### config.mk
export PLATFORM = sky130hd
export DESIGN_NAME = pipe_reg
export DESIGN_NICKNAME = d
export VERILOG_FILES = /design/src/rtl/pipe_reg.sv
export SDC_FILE = /design/constraint.sdc
export NUM_CORES = 1
export LEC_CHECK = 0
export BUFFER_PORTS_ARGS = -buffer_cell sky130_fd_sc_hd__buf_2
export CORE_MARGIN = 2
export CORE_UTILIZATION = 55
export DETAILED_ROUTE_END_ITERATION = 8
export PLACE_DENSITY = 0.87
export SLEW_MARGIN = 20
export SYNTH_ARGS = -nofsm -noshare
export SYNTH_HDL_FRONTEND = slang
export SYNTH_SLANG_ARGS = --single-unit
### constraint.sdc
create_clock -name clk -period 2.7 [get_ports clk]
set_input_delay 0.405 -clock clk [delete_from_list [all_inputs] [get_ports clk]]
set_output_delay 0.405 -clock clk [all_outputs]
set_load 0.05 [all_outputs]
### src/rtl/pipe_reg.sv
// Parametrised pipeline register: STAGES stages of WIDTH-bit data, each with its own
// valid bit. Stages advance independently, so bubbles are squeezed out under backpressure.
module pipe_reg #(
  parameter int               WIDTH       = 16,
  parameter int               STAGES      = 2,
  parameter logic [WIDTH-1:0] RESET_VALUE = {WIDTH{1'b0}}
) (
  input  logic                              clk,
  input  logic                              rst_n,
  input  logic                              flush,
  input  logic                              in_valid,
  input  logic [WIDTH-1:0]                  in_data,
  output logic                              in_ready,
  output logic                              out_valid,
  output logic [WIDTH-1:0]                  out_data,
  input  logic                              out_ready,
  output logic [$clog2(STAGES+1)-1:0]       occupancy
);

  localparam int OW = $clog2(STAGES + 1);

  logic [STAGES-1:0] v_q, v_d, adv_s;
  logic [WIDTH-1:0]  d_q [STAGES];
  logic [WIDTH-1:0]  d_d [STAGES];
  logic [OW-1:0]     occ_q, occ_d;

  // Source of each stage: index 0 is the upstream port, index i+1 is stage i.
  logic [STAGES:0]   src_v_s;
  logic [WIDTH-1:0]  src_d_s [STAGES+1];

  // Ready ripples from the output side back towards the input.
  always_comb begin
    logic a;
    a = out_ready;
    for (int i = STAGES - 1; i >= 0; i--) begin
      a = ~v_q[i] | a;
      adv_s[i] = a;
    end
  end

  // Gather the per-stage source valid/data.
  always_comb begin
    src_v_s    = {v_q, in_valid};
    src_d_s[0] = in_data;
    for (int i = 0; i < STAGES; i++) begin
      src_d_s[i+1] = d_q[i];
    end
  end

  // Next-state of every stage and the population count that follows it.
  always_comb begin
    v_d = v_q;
    d_d = d_q;
    if (flush) begin
      v_d = {STAGES{1'b0}};
    end else begin
      for (int i = 0; i < STAGES; i++) begin
        if (adv_s[i]) begin
          v_d[i] = src_v_s[i];
          if (src_v_s[i]) begin
            d_d[i] = src_d_s[i];
          end else begin
            d_d[i] = d_q[i];
          end
        end else begin
          v_d[i] = v_q[i];
          d_d[i] = d_q[i];
        end
      end
    end
    occ_d = {OW{1'b0}};
    for (int i = 0; i < STAGES; i++) begin
      occ_d = occ_d + OW'(v_d[i]);
    end
  end

  // Stage registers and occupancy counter.
  always_ff @(posedge clk or negedge rst_n) begin
    if (!rst_n) begin
      v_q   <= {STAGES{1'b0}};
      occ_q <= {OW{1'b0}};
      for (int i = 0; i < STAGES; i++) begin
        d_q[i] <= RESET_VALUE;
      end
    end else begin
      v_q   <= v_d;
      occ_q <= occ_d;
      for (int i = 0; i < STAGES; i++) begin
        d_q[i] <= d_d[i];
      end
    end
  end

  assign in_ready  = adv_s[0] & ~flush;
  assign out_valid = v_q[STAGES-1];
  assign out_data  = d_q[STAGES-1];
  assign occupancy = occ_q;

endmodule

# After elaboration in Yosys (flattened, before gate mapping)

Index checks and enable logic that the tools add are counted.

Add/sub/neg operators: 1
Multiplexer cells: 3
Bitwise gates (word level): 6
Reductions and logical operators: 2

Operators with widths:

| operator          | number |
|---|---|
| $reduce_and A3 Y1 | 2 |
| $not A1 Y1        | 3 |
| $add A1 B1 Y2     | 1 |
| $mux W1           | 2 |
| $mux W2           | 1 |
| $or A1 B1 Y1      | 2 |
| $and A1 B1 Y1     | 1 |

Flip-flop bits (word level): 36
Bits of input ports: 21
Output and inout port bits: 20

# Longest topological paths before layout

Gate-level depths: netlist of run 1.

Word-level depth: 6
Gate-level depth with buffers: 5
Mapped depth without buffers: 4

# Worst setup path before layout of run 1

No wires, ideal clock.

Kind: register to register
Start: register v_q[1]
End: register d_q, in the netlist out_data[10]
Setup time: 0.125 ns
Arrival: 1.749 ns
Data required time: 2.575 ns
Setup slack: 0.827 ns
Cell stages (with the launch flop): 5
Path buffers: 1
Period minus slack after synthesis: 1.873 ns
Cell sequence: dfrtp_1 and2b_1 nor3b_2 buf_4 mux2_2

Longest elaborated chain between the ends: 3

RTL lines:

| what                               | line | RTL |
|---|---|---|
| start: declaration                 | 22   | `logic [STAGES-1:0] v_q, v_d, adv_s;` |
| start signal: assignment           | 80   | `v_q <= {STAGES{1'b0}};` |
| start signal: assignment           | 86   | `v_q <= v_d;` |
| $not A1 Y1                         | 36   | `a = ~v_q[i] \| a;` |
| $or A1 B1 Y1                       | 36   |  |
| $reduce_and A3 Y1 (no source line) | -    |  |
| end signal: indexed assignment     | 89   | `d_q[i] <= d_d[i];` |
| end: declaration                   | 23   | `logic [WIDTH-1:0] d_q [STAGES];` |

No other way between the ends.
A chain may end at the register's enable or synchronous reset.

# Worst setup path after layout of run 1

Start: register v_q[0]
End: register d_q[22] (netlist bit)

The elaborated chain is that of the path after synthesis.

==> results.txt, run 1 <==
Number of synthesized register bits: 36
Area after detailed placement: 0.00161 sq mm
I/O Buffers: 40
Setup slack after layout: 0.818 ns
Max-slew violations: 0
Share of synthesized cell area in and, or, nand and nor gates: 3.69%
Cell area after layout: 0.00169 sq mm
Maximum resistive drop on vdd: 0.653 mV
Status: finished clean
Crit path required time: 2.93 ns
DRC violation count after routing: 0
Final estimated routing congestion in global placement: 0.682
Antenna Violating Nets Remaining: 0
Setup repair after global routing missed its margin: false
Largest driver fanout on the critical path: 16
1st-iter DRT viols: 4
Data arrival time of the worst path: 2.12 ns
Worst-case headroom to the max-slew limit: 41.9%
Library cells used by synthesis: 12
Area growth syn-to-layout: 10.7%
Count of yosys warnings during synthesis: 0
Arithmetic-cell share of the synthesized area counting full adders, half adders and majority gates: 0.820%
Reg-to-Reg Start: v_q[0]
Final wirelength: 2320 microns
Clock tree from TritonCTS: built
Die outline area: 0.00321 sq mm
Non-filler cells in the finished layout: 158
Pre-CTS setup slack: 0.693 ns
Post-layout net count: 148
Number of resized instances in the post-cts repair step: 0
Tightest Pin Transition: 0.871 ns
Placed Cells incl. Taps: 150
Number of buffers created by CTS: 5
Synth Net Count: 119
Clock tree root buffer cell: sky130_fd_sc_hd__clkbuf_4
Leakage component of the power: 0.857 nW
Total power density per cell area: 944 mW/mm^2
Number of max-capacitance violations reported: 0
Setup Viol. Count Final: 0
Pre-Repair DR Iteration Count: 2
Via density per instance: 5.10
Number of antenna diodes: 0
Final period demand of the worst path: 1.88 ns
Worst min-delay path category: input port to asynchronous set/reset pin
Netlist area before placement: 0.00153 sq mm
Final Cycle Share: 69.7%
Combinational family with the most area after synthesis: multiplexers
Share of synthesized area occupied by flip-flops and latches: 59.0%
Area of the placeable core: 0.00269 sq mm
Floorplan die height: 56.7 microns
Wire length of the first global-routing pass: 3750 microns
Insertion delay to the later sink of the worst-skew pair: 0.35 ns
Total area of sequential cells: 901 sq um
Max Clock Freq: 531 MHz
Post CTS Setup Buffer Count: 0
Reg2Reg Depth: 3
Accumulated negative setup slack: 0 ns
Num rows: 19
Global route total overflow: 0
Category of the most critical setup path: flip-flop to flip-flop
Worst reg-to-reg setup slack: 0.82 ns
Vias in the first global route: 835
Count of filler cells inserted in the layout: 219
Clock buffer depth: 2
Kind of end point of the critical path: flip-flop
Post-detailed-route wirelength per cell: 14.7 microns
Number of antenna violations at the first check in global routing: 0
Area of the multi-input gates: 467 sq um
XOR/XNOR share of the synthesized area: 0%
Destination of the worst register-to-register timing path: d_q[22]
Kind of launch point of the worst setup path: flip-flop
Fraction of final layout cells with drive strength greater than 1: 63.8%
Overall via count from detail_route: 806
DP HPWL: 1600 microns
Largest net degree at the start of global routing: 37
Multiplexer fraction of the synthesized cell area: 26.1%
Syn_area_per_cell: 15.7 sq um
Number of buffers added to fix hold violations after cts: 0
Number of top-level design ports: 41
Hold Fails Final Rpt: 0
Max Clock Skew: 0.0102 ns
Initial core utilization: 56.8%
Number of instances in the synthesized netlist: 97
All-layer global routing usage: 16.1%
Clock-pin slew reported for the worst setup and hold paths after clock tree synthesis: 0.11 ns
Count of H-tree levels built during CTS: 2
CTS sink count: 36
Complex-gate fraction of the synthesized area: 0%
Die width: 56.7 microns
## worst max-delay path, cell delays in order, from the launching register on
cell and delay, ns:
sky130_fd_sc_hd__dfrtp_1 0.40, sky130_fd_sc_hd__and3b_1 0.21, sky130_fd_sc_hd__or3b_1 0.72, sky130_fd_sc_hd__mux2_4 0.44
## worst max path at each step
| stage | end | slack [ns] | startpoint | depth (start not counted) |
|---|---|---|---|---|
| floorplan | out_data[10] | 0.83 | v_q[1] | 4 |
| global placement | d_q[18] | 0.76 | out_ready | 4 |
| detailed placement | d_q[19] | 0.69 | out_ready | 4 |
| CTS | d_q[22] | 0.80 | v_q[0] | 3 |
| global route | d_q[22] | 0.72 | v_q[0] | 3 |
| finish | d_q[22] | 0.82 | v_q[0] | 3 |
## flip-flops by register name, summed over array words and instances, names as in the netlist
signal,cells
out_data,16
occupancy,2
d_q,16
v_q,2
## where the power goes
part           switching (W)  leakage [nW]  total, W  internal (W)
clock network       0.000176        0.0422  0.000370      0.000194
registers          0.0000534         0.431  0.000704      0.000651
logic               0.000358         0.383  0.000522      0.000164
## layer usage
layer | global-route usage (%) | vias up | routed length, microns
met5 | 0 | - | 0
met4 | 10.2 | 0 | 43
met3 | 5.99 | 4 | 206
met2 | 25.4 | 35 | 1120
met1 | 18.1 | 395 | 948
li1 | - | 372 | -
## final cells by class
type,instances,share of cell area [%]
well taps,31,2.29
clock buffers,6,2.44
flip-flops and latches,36,53.3
clock inverters,2,2.07
multi-input cells,42,27.6
repair buffers,41,12.3
## placed cells by master (no fill, tap or decap)
master	count
sky130_fd_sc_hd__buf_2	40
sky130_fd_sc_hd__dfrtp_1	36
sky130_fd_sc_hd__mux2_2	22
sky130_fd_sc_hd__mux2_4	10
sky130_fd_sc_hd__nor2_1	5
sky130_fd_sc_hd__clkbuf_4	5
sky130_fd_sc_hd__and3b_1	1
sky130_fd_sc_hd__and2b_1	1
sky130_fd_sc_hd__nor3b_2	1
sky130_fd_sc_hd__or3b_1	1
sky130_fd_sc_hd__ha_1	1
sky130_fd_sc_hd__clkinv_2	1
sky130_fd_sc_hd__bufinv_16	1
sky130_fd_sc_hd__clkbuf_1	1
sky130_fd_sc_hd__buf_4	1
## stage by stage
step / util, % / hold slack (ns) / total power, W
after floorplan: - / 0.109 / 0.00122
after global placement: 60.1 / 0.484 / 0.00123
after detailed placement: 60.1 / 0.493 / 0.00124
after CTS: 62.9 / 0.134 / 0.00162
after global routing: 62.9 / 0.188 / 0.00167
final: 62.9 / 0.113 / 0.00160
## cells in the mapped netlist
master | instances | share of area [%]
sky130_fd_sc_hd__and3b_1 | 1 | 0.57
sky130_fd_sc_hd__buf_6 | 1 | 0.74
sky130_fd_sc_hd__and2b_1 | 1 | 0.49
sky130_fd_sc_hd__ha_1 | 1 | 0.82
sky130_fd_sc_hd__mux2_4 | 10 | 9.8
sky130_fd_sc_hd__buf_12 | 1 | 1.3
sky130_fd_sc_hd__or3b_1 | 1 | 0.57
sky130_fd_sc_hd__nor3b_2 | 1 | 0.82
sky130_fd_sc_hd__nor2_1 | 5 | 1.2
sky130_fd_sc_hd__mux2_2 | 22 | 16
sky130_fd_sc_hd__buf_4 | 17 | 8.4
sky130_fd_sc_hd__dfrtp_1 | 36 | 59
## cells by family (layout without fill, tap and decap cells)
group	Yosys count	count (layout)
DFF	36	36
muxes	32	32
buffers and inverters	19	49
and+or+nand+nor	9	9
adders and majority gates	1	1
(Power assumes the default switching activity.)
==> inputs of run 2 (changes only) <==
--- a/config.mk
+++ b/config.mk
@@ -7,9 +7,9 @@
 export LEC_CHECK = 0
 export BUFFER_PORTS_ARGS = -buffer_cell sky130_fd_sc_hd__buf_2
 export CORE_MARGIN = 2
-export CORE_UTILIZATION = 55
+export CORE_UTILIZATION = 51
 export DETAILED_ROUTE_END_ITERATION = 8
-export PLACE_DENSITY = 0.87
+export PLACE_DENSITY = 0.82
 export SLEW_MARGIN = 20
 export SYNTH_ARGS = -nofsm -noshare
 export SYNTH_HDL_FRONTEND = slang
==> constraint.sdc (replaced) <==
create_clock -name clk -period 1.8 [get_ports clk]
set_input_delay 0.27 -clock clk [delete_from_list [all_inputs] [get_ports clk]]
set_output_delay 0.27 -clock clk [all_outputs]
set_load 0.05 [all_outputs]
==> results.txt, run 2 (synthesis results as in run 1) <==
Leading cell type in the layout, fill and taps excluded: sky130_fd_sc_hd__buf_2
Reg2Reg Depth: 4 (+1)
Pre-Repair DR Iteration Count: 6 (+4)
Number of buffers created by CTS: 5 (unchanged)
Worst reg-to-reg setup slack: 0.20 ns (-0.62 ns)
Setup repair after global routing missed its margin: false
Fraction of final layout cells with drive strength greater than 1: 64.6% (+0.84 points)
Via density per instance: 5.03 (-1.4%)
Total area of sequential cells: 902 sq um (+0.14%)
CTS sink count: 36 (unchanged)
Antenna Violating Nets Remaining: 0 (unchanged)
Setup Viol. Count Final: 0 (unchanged)
Total power density per cell area: 1340 mW/mm^2 (+42%)
All-layer global routing usage: 15.7% (-0.36 points)
Worst min-delay path category: input port to asynchronous set/reset pin
Area of the multi-input gates: 473 sq um (+1.3%)
Reg-to-Reg Start: v_q[0]
Final period demand of the worst path: 1.60 ns (-0.284 ns)
Max-slew violations: 0 (unchanged)
Largest driver fanout on the critical path: 9 (-7)
Overall via count from detail_route: 810 (+0.50%)
Initial core utilization: 54.4% (-2.4 points)
Tightest Pin Transition: 0.751 ns (-0.120 ns)
Clock tree root buffer cell: sky130_fd_sc_hd__clkbuf_4
Largest net degree at the start of global routing: 37 (unchanged)
Number of antenna diodes: 0 (unchanged)
Number of max-capacitance violations reported: 0 (unchanged)
Vias in the first global route: 864 (+3.5%)
Area of the placeable core: 0.00281 sq mm (+4.4%)
Accumulated negative setup slack: 0 ns (unchanged)
Crit path required time: 2.02 ns (-0.91 ns)
Final estimated routing congestion in global placement: 0.664 (-2.6%)
Number of resized instances in the post-cts repair step: 0 (unchanged)
Kind of launch point of the worst setup path: flip-flop
Num rows: 19 (unchanged)
Clock tree from TritonCTS: built
Destination of the worst register-to-register timing path: d_q[29]
Kind of end point of the critical path: flip-flop
Category of the most critical setup path: flip-flop to flip-flop
Number of antenna violations at the first check in global routing: 0 (unchanged)
Insertion delay to the later sink of the worst-skew pair: 0.33 ns (-0.02 ns)
Post CTS Setup Buffer Count: 0 (unchanged)
Final Cycle Share: 88.8% (+19 points)
Clock-pin slew reported for the worst setup and hold paths after clock tree synthesis: 0.10 ns (about the same)
Clock buffer depth: 2 (unchanged)
Hold slack: -0.000549 ns (-0.113 ns)
Status: complete, but fails checks
Hold Fails Final Rpt: 1 (+1)
Die outline area: 0.00345 sq mm (+7.3%)
Floorplan die height: 58.7 microns (+3.6%)
DP HPWL: 1780 microns (+11%)
Number of buffers added to fix hold violations after cts: 0 (unchanged)
Number of top-level design ports: 41 (unchanged)
Die width: 58.7 microns (+3.6%)
Count of filler cells inserted in the layout: 231 (+5.5%)
Max Clock Skew: 0.00349 ns (-0.00674 ns)
Violated checks: DRC, hold timing
Maximum resistive drop on vdd: 0.755 mV (+16%)
Area growth syn-to-layout: 11.6%
Final wirelength: 2350 microns (+0.99%)
Max Clock Freq: 626 MHz (+18%)
Wire length of the first global-routing pass: 3900 microns (+4.1%)
Most used cells in the layout excluding fill and tap cells: sky130_fd_sc_hd__buf_2 (40), sky130_fd_sc_hd__dfrtp_1 (35), sky130_fd_sc_hd__mux2_2 (22)
Post-layout net count: 151 (+2.0%)
Worst-case headroom to the max-slew limit: 49.9% (+8.0 points)
I/O Buffers: 40 (unchanged)
Leakage component of the power: 0.860 nW (+0.40%)
Power Total: 0.00229 W (+43%)
DRC violation count after routing: 3 (+3)
Data arrival time of the worst path: 1.82 ns (-0.30 ns)
Count of H-tree levels built during CTS: 2 (unchanged)
Post-detailed-route wirelength per cell: 14.6 microns (-0.89%)
1st-iter DRT viols: 11 (+7)
Global route total overflow: 0 (unchanged)
==> run 2: per-stage QoR <==
step	instances	hold slack [ns]	area [sq um]	utilization [%]	setup slack (ns)
final	161	-0.000549	1700	60.7	0.201
after detailed placement	153	0.386	1640	58.6	0.218
after floorplan	97	-0.0256	1530	-	0.0356
after global routing	161	0.0344	1700	60.7	0.135
after CTS	161	0.0128	1700	60.7	0.202
after global placement	153	0.370	1640	58.6	0.250
==> run 2: worst max-delay path by stage <==
| stage | from | cells after the start | end | slack [ns] |
|---|---|---|---|---|
| floorplan | v_q[1] | 5 | d_q[20] | 0.04 |
| global placement | v_q[0] | 4 | d_q[21] | 0.25 |
| detailed placement | v_q[0] | 4 | d_q[24] | 0.22 |
| CTS | v_q[0] | 4 | d_q[29] | 0.20 |
| global route | v_q[0] | 3 | in_ready | 0.14 |
| finish | v_q[0] | 4 | d_q[29] | 0.20 |
==> run 2: area by class of cell <==
class / count / share of cell area, %
flip-flops and latches: 36 / 53.0
multi-input cells: 42 / 27.8
repair buffers: 44 / 13.5
clock buffers: 8 / 3.45
well taps: 31 / 2.28
==> run 2: worst max-delay path: stages, from the launching register on <==
cell	delay, ns
sky130_fd_sc_hd__dfrtp_1	0.40
sky130_fd_sc_hd__and3b_1	0.21
sky130_fd_sc_hd__or3b_1	0.37
sky130_fd_sc_hd__buf_4	0.20
sky130_fd_sc_hd__mux2_4	0.31
==> run 2: metal layers <==
| layer | vias to the layer above | global-route usage [%] | wire [microns] |
|---|---|---|---|
| li1 | 380 | - | - |
| met1 | 393 | 19.5 | 1040 |
| met2 | 33 | 24.1 | 1070 |
| met3 | 4 | 7.25 | 200 |
| met4 | 0 | 5.84 | 38 |
| met5 | - | 0 | 0 |
==> run 2: power breakdown <==
part | leakage [nW] | switching, W | internal [W]
sequential | 0.430 | 0.0000814 | 0.000976
clock | 0.0326 | 0.000243 | 0.000193
combinational | 0.398 | 0.000541 | 0.000251
==> inputs of run 3 (changes only) <==
--- a/config.mk
+++ b/config.mk
@@ -6,6 +6,7 @@
 export NUM_CORES = 1
 export LEC_CHECK = 0
 export BUFFER_PORTS_ARGS = -buffer_cell sky130_fd_sc_hd__buf_2
+export CORE_ASPECT_RATIO = 0.7
 export CORE_MARGIN = 2
 export CORE_UTILIZATION = 51
 export DETAILED_ROUTE_END_ITERATION = 8
==> results.txt, run 3 (synthesis results as in run 1) <==
Initial core utilization: 54.1% (-0.34 points)
Final estimated routing congestion in global placement: 0.667 (+0.51%)
Number of buffers added to fix hold violations after cts: 0 (unchanged)
Count of filler cells inserted in the layout: 209 (-9.5%)
Most used cells in the layout excluding fill and tap cells: sky130_fd_sc_hd__buf_2 (40), sky130_fd_sc_hd__dfrtp_1 (35), sky130_fd_sc_hd__mux2_2 (22)
Leakage component of the power: 0.863 nW (+0.37%)
Maximum resistive drop on vdd: 0.804 mV (+6.5%)
Category of the most critical setup path: flip-flop to flip-flop
Clock tree root buffer cell: sky130_fd_sc_hd__clkbuf_8
Total power density per cell area: 1400 mW/mm^2 (+4.1%)
Data arrival time of the worst path: 1.78 ns (-0.04 ns)
Post CTS Setup Buffer Count: 0 (unchanged)
Final wirelength: 2250 microns (-4.1%)
Reg2Reg Depth: 4 (unchanged)
Area growth syn-to-layout: 13.0%
Accumulated negative setup slack: 0 ns (unchanged)
All-layer global routing usage: 15.6% (-0.067 points)
Number of max-capacitance violations reported: 0 (unchanged)
Kind of end point of the critical path: flip-flop
CTS sink count: 36 (unchanged)
Status: finished clean
Hold Fails Final Rpt: 0 (-1)
DRC violation count after routing: 0 (-3)
Post-layout net count: 149 (-1.3%)
Crit path required time: 1.96 ns (-0.06 ns)
Largest driver fanout on the critical path: 16 (+7)
Worst min-delay path category: input port to asynchronous set/reset pin
Area of the placeable core: 0.00282 sq mm (+0.62%)
Overall via count from detail_route: 782 (-3.5%)
Setup repair after global routing missed its margin: false
Clock-pin slew reported for the worst setup and hold paths after clock tree synthesis: 0.06 ns (-0.04 ns)
Max-slew violations: 0 (unchanged)
I/O Buffers: 40 (unchanged)
Number of antenna diodes: 0 (unchanged)
Number of top-level design ports: 41 (unchanged)
Area of the multi-input gates: 473 sq um (unchanged)
Post-detailed-route wirelength per cell: 13.7 microns (-5.8%)
Final Cycle Share: 89.8% (+0.96 points)
Clock tree from TritonCTS: built
Number of antenna violations at the first check in global routing: 0 (unchanged)
Number of resized instances in the post-cts repair step: 0 (unchanged)
Pre-Repair DR Iteration Count: 2 (-4)
Clock buffer depth: 2 (unchanged)
Cell area after layout: 0.00173 sq mm (+1.3%)
Fraction of final layout cells with drive strength greater than 1: 64.1% (-0.55 points)
Destination of the worst register-to-register timing path: d_q[29]
Max Clock Freq: 619 MHz (-1.1%)
Kind of launch point of the worst setup path: flip-flop
Largest net degree at the start of global routing: 37 (unchanged)
Via density per instance: 4.77 (-5.2%)
Floorplan die height: 49.8 microns (-15%)
Antenna Violating Nets Remaining: 0 (unchanged)
Num rows: 16 (-3)
Reg-to-Reg Start: v_q[0]
Number of buffers created by CTS: 5 (unchanged)
Max Clock Skew: 0.00149 ns (-0.00200 ns)
Wire length of the first global-routing pass: 4000 microns (+2.5%)
1st-iter DRT viols: 48 (+37)
Worst reg-to-reg setup slack: 0.18 ns (-0.02 ns)
Die outline area: 0.00345 sq mm (+0.19%)
Global route total overflow: 0 (unchanged)
Final period demand of the worst path: 1.62 ns (+0.0173 ns)
Tightest Pin Transition: 0.747 ns (-0.00430 ns)
Setup Viol. Count Final: 0 (unchanged)
Leading cell type in the layout, fill and taps excluded: sky130_fd_sc_hd__buf_2
Count of H-tree levels built during CTS: 2 (unchanged)
Die width: 69.4 microns (+18%)
Vias in the first global route: 828 (-4.2%)
Total area of sequential cells: 902 sq um (unchanged)
Insertion delay to the later sink of the worst-skew pair: 0.27 ns (-0.06 ns)
Area after detailed placement: 0.00164 sq mm (-0.53%)
Worst-case headroom to the max-slew limit: 50.2% (+0.29 points)
DP HPWL: 1650 microns (-7.3%)
## run 3: metrics by stage
step	cells	setup WS, ns	power [W]	hold WS, ns	utilization, %
2_1_floorplan	97	0.0356	0.00184	-0.0256	-
3_3_place_gp	156	0.234	0.00185	0.379	57.9
3_5_place_dp	156	0.190	0.00187	0.388	57.9
4_1_cts	164	0.182	0.00244	0.0911	61.1
5_1_grt	164	0.131	0.00253	0.134	61.1
6_report	164	0.184	0.00241	0.0558	61.1
## run 3: worst max path at each step
stage | start | endpoint | slack [ns] | depth (start not counted)
2_1_floorplan | v_q[1] | d_q[20] | 0.04 | 5
3_3_place_gp | v_q[0] | d_q[24] | 0.23 | 4
3_5_place_dp | v_q[0] | d_q[22] | 0.19 | 4
4_1_cts | v_q[0] | d_q[29] | 0.18 | 4
5_1_grt | v_q[0] | d_q[25] | 0.13 | 4
6_report | v_q[0] | d_q[29] | 0.18 | 4
## run 3: power by group
part | internal, W | switching (W)
Combinational | 0.000248 | 0.000542
Sequential | 0.000978 | 0.0000794
Clock | 0.000312 | 0.000252
Total | 0.00154 | 0.000873
## run 3: metal layers
layer	up-vias	routed length (microns)	global-route usage, %
met5	-	0	0
met4	0	44	7.84
met3	4	110	5.52
met2	22	1060	23.9
met1	386	1040	19.9
li1	370	-	-
## run 3: final cells by class
| class | count | area share (%) |
|---|---|---|
| flip-flops and latches | 36 | 52.3 |
| multi-input cells | 42 | 27.4 |
| repair buffers | 42 | 12.5 |
| clock buffers | 8 | 5.22 |
| well taps | 36 | 2.61 |
## run 3: worst max-delay path, cell delays in order (launching register included)
cell	delay [ns]
sky130_fd_sc_hd__dfrtp_1	0.39
sky130_fd_sc_hd__and3b_1	0.21
sky130_fd_sc_hd__or3b_1	0.35
sky130_fd_sc_hd__buf_4	0.23
sky130_fd_sc_hd__mux2_4	0.32
